$ cat src/rtl/mem_wb_stage_pkg.sv
// Shared pipeline definitions for the MEM->WB boundary: opcode flag indices,
// default widths and the write-back entry layout.
package mem_wb_stage_pkg;

  localparam int unsigned CTRL_W = 5;

  // One-hot opcode flag bit positions within ctrl
  localparam int unsigned NOOP = 0;
  localparam int unsigned ADDI = 1;
  localparam int unsigned MOVI = 2;
  localparam int unsigned LW   = 3;
  localparam int unsigned SW   = 4;

  localparam int unsigned DATA_W_DEF = 64;
  localparam int unsigned REG_AW_DEF = 3;

  typedef struct packed {
    logic [CTRL_W-1:0]     ctrl;
    logic                  wre;
    logic [DATA_W_DEF-1:0] wdata;
    logic [REG_AW_DEF-1:0] rd;
  } wb_entry_t;

  function automatic int unsigned entry_width(int unsigned data_w, int unsigned reg_aw,
                                              int unsigned ctrl_w);
    return ctrl_w + 1 + data_w + reg_aw;
  endfunction

endpackage

$ cat src/rtl/mem_wb_stage_if.sv
// Handshake and data bundle between the MEM stage, the MEM/WB register and write-back.
interface mem_wb_stage_if #(
  parameter int unsigned DATA_W = 64,
  parameter int unsigned REG_AW = 3,
  parameter int unsigned CTRL_W = 5,
  parameter int unsigned CNT_W  = 16
);
  logic              flush;
  logic              in_valid;
  logic              in_ready;
  logic [CTRL_W-1:0] in_ctrl;
  logic              in_wre;
  logic              in_is_load;
  logic [DATA_W-1:0] in_alu;
  logic [DATA_W-1:0] in_mem;
  logic [REG_AW-1:0] in_rd;
  logic              out_valid;
  logic              out_ready;
  logic [CTRL_W-1:0] out_ctrl;
  logic              out_wre;
  logic [DATA_W-1:0] out_wdata;
  logic [REG_AW-1:0] out_rd;
  logic [CNT_W-1:0]  stall_cnt;

  modport master (
    output flush, in_valid, in_ctrl, in_wre, in_is_load, in_alu, in_mem, in_rd, out_ready,
    input  in_ready, out_valid, out_ctrl, out_wre, out_wdata, out_rd, stall_cnt
  );

  modport slave (
    input  flush, in_valid, in_ctrl, in_wre, in_is_load, in_alu, in_mem, in_rd, out_ready,
    output in_ready, out_valid, out_ctrl, out_wre, out_wdata, out_rd, stall_cnt
  );
endinterface

$ cat src/rtl/mem_wb_stage_skid_buf.sv
// Generic 2-entry valid/ready skid buffer; in_ready depends only on registered state.
module skid_buf #(
  parameter int unsigned WIDTH = 8
) (
  input  logic             clk,
  input  logic             rst,
  input  logic             flush,
  input  logic             in_valid,
  output logic             in_ready,
  input  logic [WIDTH-1:0] in_data,
  output logic             out_valid,
  input  logic             out_ready,
  output logic [WIDTH-1:0] out_data
);

  logic             m_valid_q, m_valid_d;
  logic             s_valid_q, s_valid_d;
  logic [WIDTH-1:0] m_data_q, m_data_d;
  logic [WIDTH-1:0] s_data_q, s_data_d;
  logic             accept, consume;

  assign in_ready  = ~s_valid_q;
  assign out_valid = m_valid_q;
  assign out_data  = m_data_q;
  assign accept    = in_valid & ~s_valid_q;
  assign consume   = m_valid_q & out_ready;

  always_comb begin
    m_valid_d = m_valid_q;
    m_data_d  = m_data_q;
    s_valid_d = s_valid_q;
    s_data_d  = s_data_q;
    if (!m_valid_q || consume) begin
      if (s_valid_q) begin
        m_valid_d = 1'b1;
        m_data_d  = s_data_q;
        s_valid_d = accept;
        if (accept) s_data_d = in_data;
      end else begin
        m_valid_d = accept;
        if (accept) m_data_d = in_data;
      end
    end else if (accept) begin
      s_valid_d = 1'b1;
      s_data_d  = in_data;
    end
    // Squash wins over any simultaneous accept; a consume this cycle has already happened
    if (flush) begin
      m_valid_d = 1'b0;
      s_valid_d = 1'b0;
    end
  end

  always_ff @(posedge clk) begin
    if (rst) begin
      m_valid_q <= 1'b0;
      s_valid_q <= 1'b0;
      m_data_q  <= '0;
      s_data_q  <= '0;
    end else begin
      m_valid_q <= m_valid_d;
      s_valid_q <= s_valid_d;
      m_data_q  <= m_data_d;
      s_data_q  <= s_data_d;
    end
  end

endmodule

$ cat src/rtl/mem_wb_stage.sv
// MEM->WB pipeline register: write-back data select at capture, skid buffering,
// zero-register write suppression and a saturating stall counter.
module mem_wb_stage #(
  parameter int unsigned DATA_W   = 64,
  parameter int unsigned REG_AW   = 3,
  parameter int unsigned CTRL_W   = mem_wb_stage_pkg::CTRL_W,
  parameter int unsigned ZERO_REG = 1,
  parameter int unsigned CNT_W    = 16
) (
  input logic           clk,
  input logic           rst,
  mem_wb_stage_if.slave bus
);
  import mem_wb_stage_pkg::*;

  localparam int unsigned PayW = entry_width(DATA_W, REG_AW, CTRL_W);

  typedef struct packed {
    logic [CTRL_W-1:0] ctrl;
    logic              wre;
    logic [DATA_W-1:0] wdata;
    logic [REG_AW-1:0] rd;
  } entry_t;

  entry_t           in_entry, m_entry;
  logic [PayW-1:0]  in_pay, m_pay;
  logic             m_valid;
  logic             zero_hit;
  logic [CNT_W-1:0] stall_cnt_q;

  always_comb begin
    in_entry.ctrl  = bus.in_ctrl;
    in_entry.wre   = bus.in_wre;
    in_entry.wdata = bus.in_is_load ? bus.in_mem : bus.in_alu;
    in_entry.rd    = bus.in_rd;
  end

  assign in_pay  = in_entry;
  assign m_entry = entry_t'(m_pay);

  skid_buf #(
    .WIDTH(PayW)
  ) u_skid_buf (
    .clk      (clk),
    .rst      (rst),
    .flush    (bus.flush),
    .in_valid (bus.in_valid),
    .in_ready (bus.in_ready),
    .in_data  (in_pay),
    .out_valid(m_valid),
    .out_ready(bus.out_ready),
    .out_data (m_pay)
  );

  assign zero_hit = (ZERO_REG != 0) && (m_entry.rd == '0);

  assign bus.out_valid = m_valid;
  assign bus.out_ctrl  = m_entry.ctrl;
  assign bus.out_wdata = m_entry.wdata;
  assign bus.out_rd    = m_entry.rd;
  assign bus.out_wre   = m_valid & m_entry.wre & ~zero_hit;
  assign bus.stall_cnt = stall_cnt_q;

  always_ff @(posedge clk) begin
    if (rst) begin
      stall_cnt_q <= '0;
    end else if (m_valid && !bus.out_ready && (stall_cnt_q != {CNT_W{1'b1}})) begin
      stall_cnt_q <= stall_cnt_q + 1'b1;
    end
  end

endmodule

$ cat src/flat_wrapper.sv
// flat-port wrapper written by rule: the top's interface ports become plain ports
module mem_wb_stage_flat import mem_wb_stage_pkg::*;
#(
  parameter int unsigned DATA_W   = 64,
  parameter int unsigned REG_AW   = 3,
  parameter int unsigned CTRL_W   = mem_wb_stage_pkg::CTRL_W,
  parameter int unsigned ZERO_REG = 1,
  parameter int unsigned CNT_W    = 16
)
  (clk, rst, bus_flush, bus_in_valid, bus_in_ctrl, bus_in_wre, bus_in_is_load, bus_in_alu, bus_in_mem, bus_in_rd, bus_out_ready, bus_in_ready, bus_out_valid, bus_out_ctrl, bus_out_wre, bus_out_wdata, bus_out_rd, bus_stall_cnt);
  mem_wb_stage_if #(.DATA_W(DATA_W), .REG_AW(REG_AW), .CTRL_W(CTRL_W), .CNT_W(CNT_W)) bus_i ();
  input logic clk;
  input logic rst;
  input wire logic [$bits(bus_i.flush)-1:0] bus_flush;
  input wire logic [$bits(bus_i.in_valid)-1:0] bus_in_valid;
  input wire logic [$bits(bus_i.in_ctrl)-1:0] bus_in_ctrl;
  input wire logic [$bits(bus_i.in_wre)-1:0] bus_in_wre;
  input wire logic [$bits(bus_i.in_is_load)-1:0] bus_in_is_load;
  input wire logic [$bits(bus_i.in_alu)-1:0] bus_in_alu;
  input wire logic [$bits(bus_i.in_mem)-1:0] bus_in_mem;
  input wire logic [$bits(bus_i.in_rd)-1:0] bus_in_rd;
  input wire logic [$bits(bus_i.out_ready)-1:0] bus_out_ready;
  output wire logic [$bits(bus_i.in_ready)-1:0] bus_in_ready;
  output wire logic [$bits(bus_i.out_valid)-1:0] bus_out_valid;
  output wire logic [$bits(bus_i.out_ctrl)-1:0] bus_out_ctrl;
  output wire logic [$bits(bus_i.out_wre)-1:0] bus_out_wre;
  output wire logic [$bits(bus_i.out_wdata)-1:0] bus_out_wdata;
  output wire logic [$bits(bus_i.out_rd)-1:0] bus_out_rd;
  output wire logic [$bits(bus_i.stall_cnt)-1:0] bus_stall_cnt;
  assign bus_i.flush = bus_flush;
  assign bus_i.in_valid = bus_in_valid;
  assign bus_i.in_ctrl = bus_in_ctrl;
  assign bus_i.in_wre = bus_in_wre;
  assign bus_i.in_is_load = bus_in_is_load;
  assign bus_i.in_alu = bus_in_alu;
  assign bus_i.in_mem = bus_in_mem;
  assign bus_i.in_rd = bus_in_rd;
  assign bus_i.out_ready = bus_out_ready;
  assign bus_in_ready = bus_i.in_ready;
  assign bus_out_valid = bus_i.out_valid;
  assign bus_out_ctrl = bus_i.out_ctrl;
  assign bus_out_wre = bus_i.out_wre;
  assign bus_out_wdata = bus_i.out_wdata;
  assign bus_out_rd = bus_i.out_rd;
  assign bus_stall_cnt = bus_i.stall_cnt;
  mem_wb_stage #(.DATA_W(DATA_W), .REG_AW(REG_AW), .CTRL_W(CTRL_W), .ZERO_REG(ZERO_REG), .CNT_W(CNT_W)) u_core (.clk(clk), .rst(rst), .bus(bus_i));
endmodule
$ cat config.mk
export PLATFORM = sky130hd
export DESIGN_NAME = mem_wb_stage_flat
export DESIGN_NICKNAME = d
export VERILOG_FILES = /design/src/rtl/mem_wb_stage_pkg.sv /design/src/rtl/mem_wb_stage_if.sv /design/src/rtl/mem_wb_stage_skid_buf.sv /design/src/rtl/mem_wb_stage.sv /design/src/flat_wrapper.sv
export SDC_FILE = /design/constraint.sdc
export NUM_CORES = 1
export LEC_CHECK = 0
export ABC_AREA = 1
export CORE_MARGIN = 4
export CORE_UTILIZATION = 48
export DETAILED_ROUTE_END_ITERATION = 8
export GPL_ROUTABILITY_DRIVEN = 0
export PLACE_DENSITY = 0.89
export SLEW_MARGIN = 20
export SYNTH_ARGS = -nofsm -noshare
export SYNTH_HDL_FRONTEND = slang
export SYNTH_SLANG_ARGS = --single-unit
$ cat constraint.sdc
create_clock -name clk -period 1.6 [get_ports clk]
set_input_delay 0.32 -clock clk [delete_from_list [all_inputs] [get_ports clk]]
set_output_delay 0.32 -clock clk [all_outputs]
set_load 0.02 [all_outputs]
==> impl_results.md, run 1 <==
- Status: finished clean
- WP buf/inv: 1
- DR iter-0 viols: 677
- CP Launch Type: flop
- Reg-to-reg critical path startpoint: u_core.u_skid_buf.s_valid_q$_SDFFE_PP0P_
- Die Span Y: 136 um
- HP Class: reg2reg
- DRT Wirelength: 22200 um
- CTS Buffer Depth: 2
- Share of cells above drive strength 1: 8.82%
- CP Cell Sequence: o311a_1 > buf_6
- Drt drc: 0
- Leakage Power: 0.00448 uW
- Max Freq: 638 MHz
- Nets: 1390
- Slowest CP cell: o311a_1
- Initial antenna violation count: 1
- Final hold vios: 0
- Clock root buffer: clkbuf_16
- CTS H-tree lvls: 4
- Post-synth ARST share: 0%
- DR vias/cell: 5.20
- GRT overflow: 0
- Gr busiest metal: met2
- P&R area growth vs syn: 32.4%
- Core area: 0.0160 mm^2
- Max IR drop VDD: 0.780 mV
- Setup Skew: 0.00628 ns
- Chip Width: 136 um
- PwrDens: 985 mW/mm^2
- Pin count of the biggest net entering global routing: 74
- Yosys warning count: 0
- CP top delay family: compound AO/OA/AOI/OAI gates
- Vias in the first global route: 7308
- Syn Nets: 1254
- Top-Level Pins: 234
- Hold-fix buffers, CTS: 0
- CP Max Fanout: 3
- Number of max-cap violations: 0
- Die ar.: 0.0186 mm^2
- TNS Setup: 0 ns
- Setup crit start: u_core.u_skid_buf.out_data[2]$_SDFFE_PP0P_
- Crit share post-route: 98.0%
- Setup violators final: 0
- Min Tclk post-route: 1.57 ns
- Setup WS pre-CTS: -0.215 ns
- Initial Util: 49.5%
- Routing usage on met1: 28.2%
- Post-DP HPWL: 15000 um
- WHS: 0.468 ns
- Sequential-to-total area share from yosys stat: 41.4%
- Crit Path Category: reg2out
- Leading cell type in the layout, fill and taps excluded: nand2_1
- Commonest cells after routing, fill and taps aside: 252 x nand2_1, 162 x dfxtp_1, 141 x o21ai_0, 141 x clkdlybuf4s50_1, 131 x nor2_1
- PortBufs: 233
- Crit path depth: 2
- CTS sink cnt: 164
- Count of flip-flops with a built-in enable after synthesis: 0
- Post-Syn Area per Cell: 7.14 um^2
- Final WS setup: 0.0322 ns
- Top FF cell, synth: dfxtp_1
- Yosys reg bits: 164
- Gate Count Post-Synth: 1110
- Inst Count DP: 1442
- Final core occ: 65.6%
- Worst Max-Slew Pin Slew: 0.833 ns
- First-pass GRT wire length: 35300 um
- Final non-filler cell total: 1475
- WHS Path Cells: 2
- Synthesized area: 0.00792 mm^2
- Worst Path Required: 1.28 ns
- Worst setup EP type: output port
- RSZ-0062 raised after global routing: true
- DR pass1 iterations: 5
- Vias: 7675
- M2 GR Usage: 40.8%
- Worst Path Arrival: 1.25 ns
- Cell Rows: 46
- Critical Path Max Stage Delay: 0.36 ns
- GR Layer Usage met3: 5.77%
- Min-delay src: u_core.u_skid_buf.s_data_q[53]$_SDFFE_PP0P_
- CTS Buf Count: 17
- Final Max Tran Viols: 0
- N_diodes: 0
- Slew HR: 44.5%
- CTS tree: yes
- Final antenna-violating net count: 0
- GRT Total Usage: 23.6%
- Synth cell types: 28
- R2R depth: 3
- Reg clk slew, reported paths: 0.06 ns
- Wire per inst: 15.1 um
- Clk_lat worst skew: 0.43 ns
==> layout make-up <==
cell class | instances | area (um^2)
fillers | 1348 | 5510
multi-input cells | 742 | 3530
flip-flops and latches | 164 | 3290
repair buffers | 264 | 2550
clock buffers | 22 | 464
well taps | 216 | 270
inverters | 57 | 218
clock inverters | 10 | 178
==> where the power goes <==
part,internal [uW],total [uW],switching (uW)
logic,726,1510,785
registers,4270,4370,96.3
clock network,2840,4450,1610
total,7840,10300,2490
==> per-stage QoR <==
stage	total power [uW]	instance area [um^2]
after floorplan	5410	7920
after global placement	6030	9950
after detailed placement	6070	9950
after CTS	10400	10500
after global routing	10700	10500
final	10300	10500
==> registers in the layout, indices dropped and copies added, names as in the netlist <==
signal	count
u_core.u_skid_buf.out_data	73
u_core.u_skid_buf.s_data_q	73
u_core.bus.stall_cnt	16
u_core.u_skid_buf.out_valid	1
u_core.u_skid_buf.s_valid_q	1
==> metal layers <==
metal,vias to the layer above,share of wire [%]
li1,3839,-
met1,3506,40
met2,279,49
met3,49,7.3
met4,2,2.8
met5,-,0.049
==> worst reg2reg max path, cell delays in order (launching register included) <==
cell and delay [ns]:
dfxtp_2 0.34, buf_4 0.65, a21oi_1 0.21, a21oi_1 0.20
==> timing repair <==
action	4_1_cts	5_1_grt
setup endpoints to repair	91	10
buffers inserted	0	1
pin swaps	0	1
resized for setup	94	14
==> cell usage after synthesis, types with 15 or more instances <==
library cell / count / area share, %
nand2_1: 252 / 12
nand3_1: 15 / 0.95
a21oi_1: 85 / 5.4
a31oi_1: 48 / 3.8
inv_1: 54 / 2.6
buf_2: 29 / 1.8
clkbuf_1: 32 / 1.5
buf_4: 79 / 7.5
nor2_1: 132 / 6.3
o21ai_1: 23 / 1.5
mux2_2: 25 / 3.6
o21ai_0: 141 / 8.9
dfxtp_1: 164 / 41
==> path summary, 6_finish.rpt <==
path | to | slack, ns
hold reg to reg | u_core.u_skid_buf.s_data_q[53]$_SDFFE_PP0P_ | 0.47
setup / recovery | bus_out_wre | 0.03
hold / removal | u_core.u_skid_buf.s_data_q[53]$_SDFFE_PP0P_ | 0.47
setup reg to reg | u_core.u_skid_buf.out_data[51]$_SDFFE_PP0P_ | 0.12
==> cell families after synthesis <==
kind of cell	Yosys count	share of synthesized area, %
adders and majority gates	1	0.158
AOI/OAI and AO/OA	298	19.6
buffers and inverters	204	14.2
DFF	164	41.4
muxes	25	3.55
and+or+nand+nor	418	21.1
Note: power is estimated with default switching activity, not from simulation.
==> inputs of run 2 (changes only) <==
==> constraint.sdc (replaced) <==
create_clock -name clk -period 1.6 [get_ports clk]
set_input_delay 0.4 -clock clk [delete_from_list [all_inputs] [get_ports clk]]
set_output_delay 0.4 -clock clk [all_outputs]
set_load 0.02 [all_outputs]
==> run 2 against run 1 <==
The flow now finishes with violations (setup timing). Critical path depth is the same. Sequential power is essentially flat. Wire length grew 2.2%. Global-route usage grew 0.37 points. Largest cell class unchanged.
==> impl_results.md, run 2 (synthesized netlist as in run 1, its figures left out) <==
- GRT overflow: 0 (unchanged)
- Final hold vios: 0 (unchanged)
- Initial antenna violation count: 1 (unchanged)
- Slew HR: 62.3% (was 44.5%)
- DR vias/cell: 5.23 (was 5.20)
- Final Max Tran Viols: 0 (unchanged)
- First-pass GRT wire length: 35600 um (was 35300 um)
- Final Instance Area: 0.0106 mm^2 (was 0.0105 mm^2)
- Cell Rows: 46 (unchanged)
- TNS Setup: -0.0328 ns (was 0 ns)
- Min Tclk post-route: 1.63 ns (was 1.57 ns)
- CTS H-tree lvls: 4 (unchanged)
- Share of cells above drive strength 1: 10.9% (was 8.82%)
- Hold-fix buffers, CTS: 0 (unchanged)
- Commonest cells after routing, fill and taps aside: 252 x nand2_1, 156 x dfxtp_1, 141 x o21ai_0, 141 x clkdlybuf4s50_1, 132 x nor2_1 (was 252 x nand2_1, 162 x dfxtp_1, 141 x o21ai_0, 141 x clkdlybuf4s50_1, 131 x nor2_1)
- Vias: 7726 (was 7675)
- PwrDens: 962 mW/mm^2 (was 985 mW/mm^2)
- DRT Wirelength: 22700 um (was 22200 um)
- # fillers: 1352 (was 1348)
- Leakage Power: 0.00445 uW (was 0.00448 uW)
- Number of max-cap violations: 0 (unchanged)
- Max IR drop VDD: 0.808 mV (was 0.780 mV)
- Die Span Y: 136 um (unchanged)
- Core area: 0.0160 mm^2 (unchanged)
- Final antenna-violating net count: 0 (unchanged)
- Comb power frac: 15.1% (was 14.6%)
- DR pass1 iterations: 5 (unchanged)
- CTS tree: yes (unchanged)
- CTS sink cnt: 164 (unchanged)
- Drt drc: 0 (unchanged)
- Sequential Power Share: 43.0% (was 42.3%)
- Setup violators final: 1 (was 0)
- Setup Skew: 0.00678 ns (was 0.00628 ns)
- Setup WS pre-CTS: -0.279 ns (was -0.215 ns)
- CP Max Fanout: 2 (was 3)
- Post-DP Area: 0.0100 mm^2 (was 0.00995 mm^2)
- CTS Buf Count: 17 (unchanged)
- Post-CTS Setup Bufs: 0 (unchanged)
- Reg clk slew, reported paths: 0.06 ns (about the same)
- CP Launch Type: flop (unchanged)
- HP Class: reg2reg (unchanged)
- Violated checks: setup timing
- Final WS setup: -0.0328 ns (was 0.0322 ns)
- P&R area growth vs syn: 33.4% (was 32.4%)
- RSZ-0062 raised after global routing: true (unchanged)
- Initial Util: 49.5% (unchanged)
- Net Sw Frac: 25.4% (was 24.1%)
- Clock share of power: 42.0% (was 43.1%)
- Die ar.: 0.0186 mm^2 (unchanged)
- Top-Level Pins: 234 (unchanged)
- Nets: 1392 (was 1390)
- GRT Total Usage: 24.0% (was 23.6%)
- PortBufs: 233 (unchanged)
- Vias in the first global route: 7327 (was 7308)
- DR iter-0 viols: 745 (was 677)
- Wire per inst: 15.4 um (was 15.1 um)
- Post-DP HPWL: 15200 um (was 15000 um)
- Worst Path Arrival: 1.23 ns (was 1.25 ns)
- Worst Max-Slew Pin Slew: 0.565 ns (was 0.833 ns)
- Clk_lat worst skew: 0.43 ns (about the same)
- Leading cell type in the layout, fill and taps excluded: nand2_1 (unchanged)
- Pin count of the biggest net entering global routing: 55 (was 74)
- Sw Pwr: 2580 uW (was 2490 uW)
- Status: complete, but fails checks (was finished clean)
- Clock root buffer: clkbuf_16 (unchanged)
- Crit share post-route: 102% (was 98.0%)
- Crit Path Category: reg2out (unchanged)
- CTS Buffer Depth: 2 (unchanged)
- Worst Path Required: 1.20 ns (was 1.28 ns)
- Chip Width: 136 um (unchanged)
- Max Freq: 612 MHz (was 638 MHz)
- Int Pwr: 7590 uW (was 7840 uW)
- Worst setup EP type: output port (unchanged)
==> run 2: cell count changes in the layout (fill, tap and decap cells not counted), sizes merged <==
| cell | change |
|---|---|
| clkinvlp | +2 |
| buf | +2 |
| clkdlybuf4s15 | +13 |
| diode | +1 |
| clkinv | +1 |
| bufinv | -2 |
| dlygate4sd2 | -18 |
| clkbuf | +3 |
==> run 2: what timing repair did <==
item                                    4_1_cts  5_1_grt
resized for setup                           123       29
pin swaps                                     0        2
endpoints found under the setup margin       93       22
==> run 2: critical path, stage by stage, from the launching register on <==
cell	delay, ns
dfxtp_2	0.32
o311a_1	0.35
buf_6	0.14
==> run 2: power groups by stage <==
stage                     logic, uW  registers, uW  clock network, uW
after floorplan                 978           4440                  0
after global placement         1590           4460                  0
after detailed placement       1630           4460                  0
after CTS                      1540           4370               4300
after global routing           1680           4390               4480
final                          1530           4370               4270
==> run 2: worst paths after layout <==
check,from,end,slack [ns],cells past startpoint
worst max-delay path,u_core.u_skid_buf.out_data[0]$_SDFFE_PP0P_,bus_out_wre,-0.03,2
worst min-delay path,u_core.u_skid_buf.s_data_q[45]$_SDFFE_PP0P_,u_core.u_skid_buf.s_data_q[45]$_SDFFE_PP0P_,0.47,2
worst max register to register,u_core.bus.stall_cnt[0]$_SDFFE_PP0P_,u_core.bus.stall_cnt[10]$_SDFFE_PP0P_,0.06,9
worst min register to register,u_core.u_skid_buf.s_data_q[45]$_SDFFE_PP0P_,u_core.u_skid_buf.s_data_q[45]$_SDFFE_PP0P_,0.47,2
==> run 2: cell type report <==
class | instances | area, um^2 | share of cell area, %
multi-input cells | 742 | 3550 | 33.6
flip-flops and latches | 164 | 3290 | 31.2
repair buffers | 266 | 2610 | 24.7
clock buffers | 20 | 467 | 4.42
well taps | 216 | 270 | 2.56
inverters | 57 | 220 | 2.08
clock inverters | 11 | 153 | 1.44
diodes | 1 | 2.50 | 0.0237
==> run 2: stage by stage <==
step	cells	util [%]	hold slack (ns)	power [uW]
floorplan	1110	-	0.444	5410
global placement	1445	62.5	0.453	6050
detailed placement	1445	62.5	0.458	6080
CTS	1476	66.0	0.467	10200
global route	1477	66.0	0.483	10500
finish	1477	66.0	0.467	10200
==> run 2: layer usage <==
metal	vias up	GRT usage (%)	wire length, um
li1	3852	-	-
met2	307	40.7	11200
met3	48	6.18	1640
met5	-	0	0
met1	3519	28.8	9210
met4	0	9.97	667
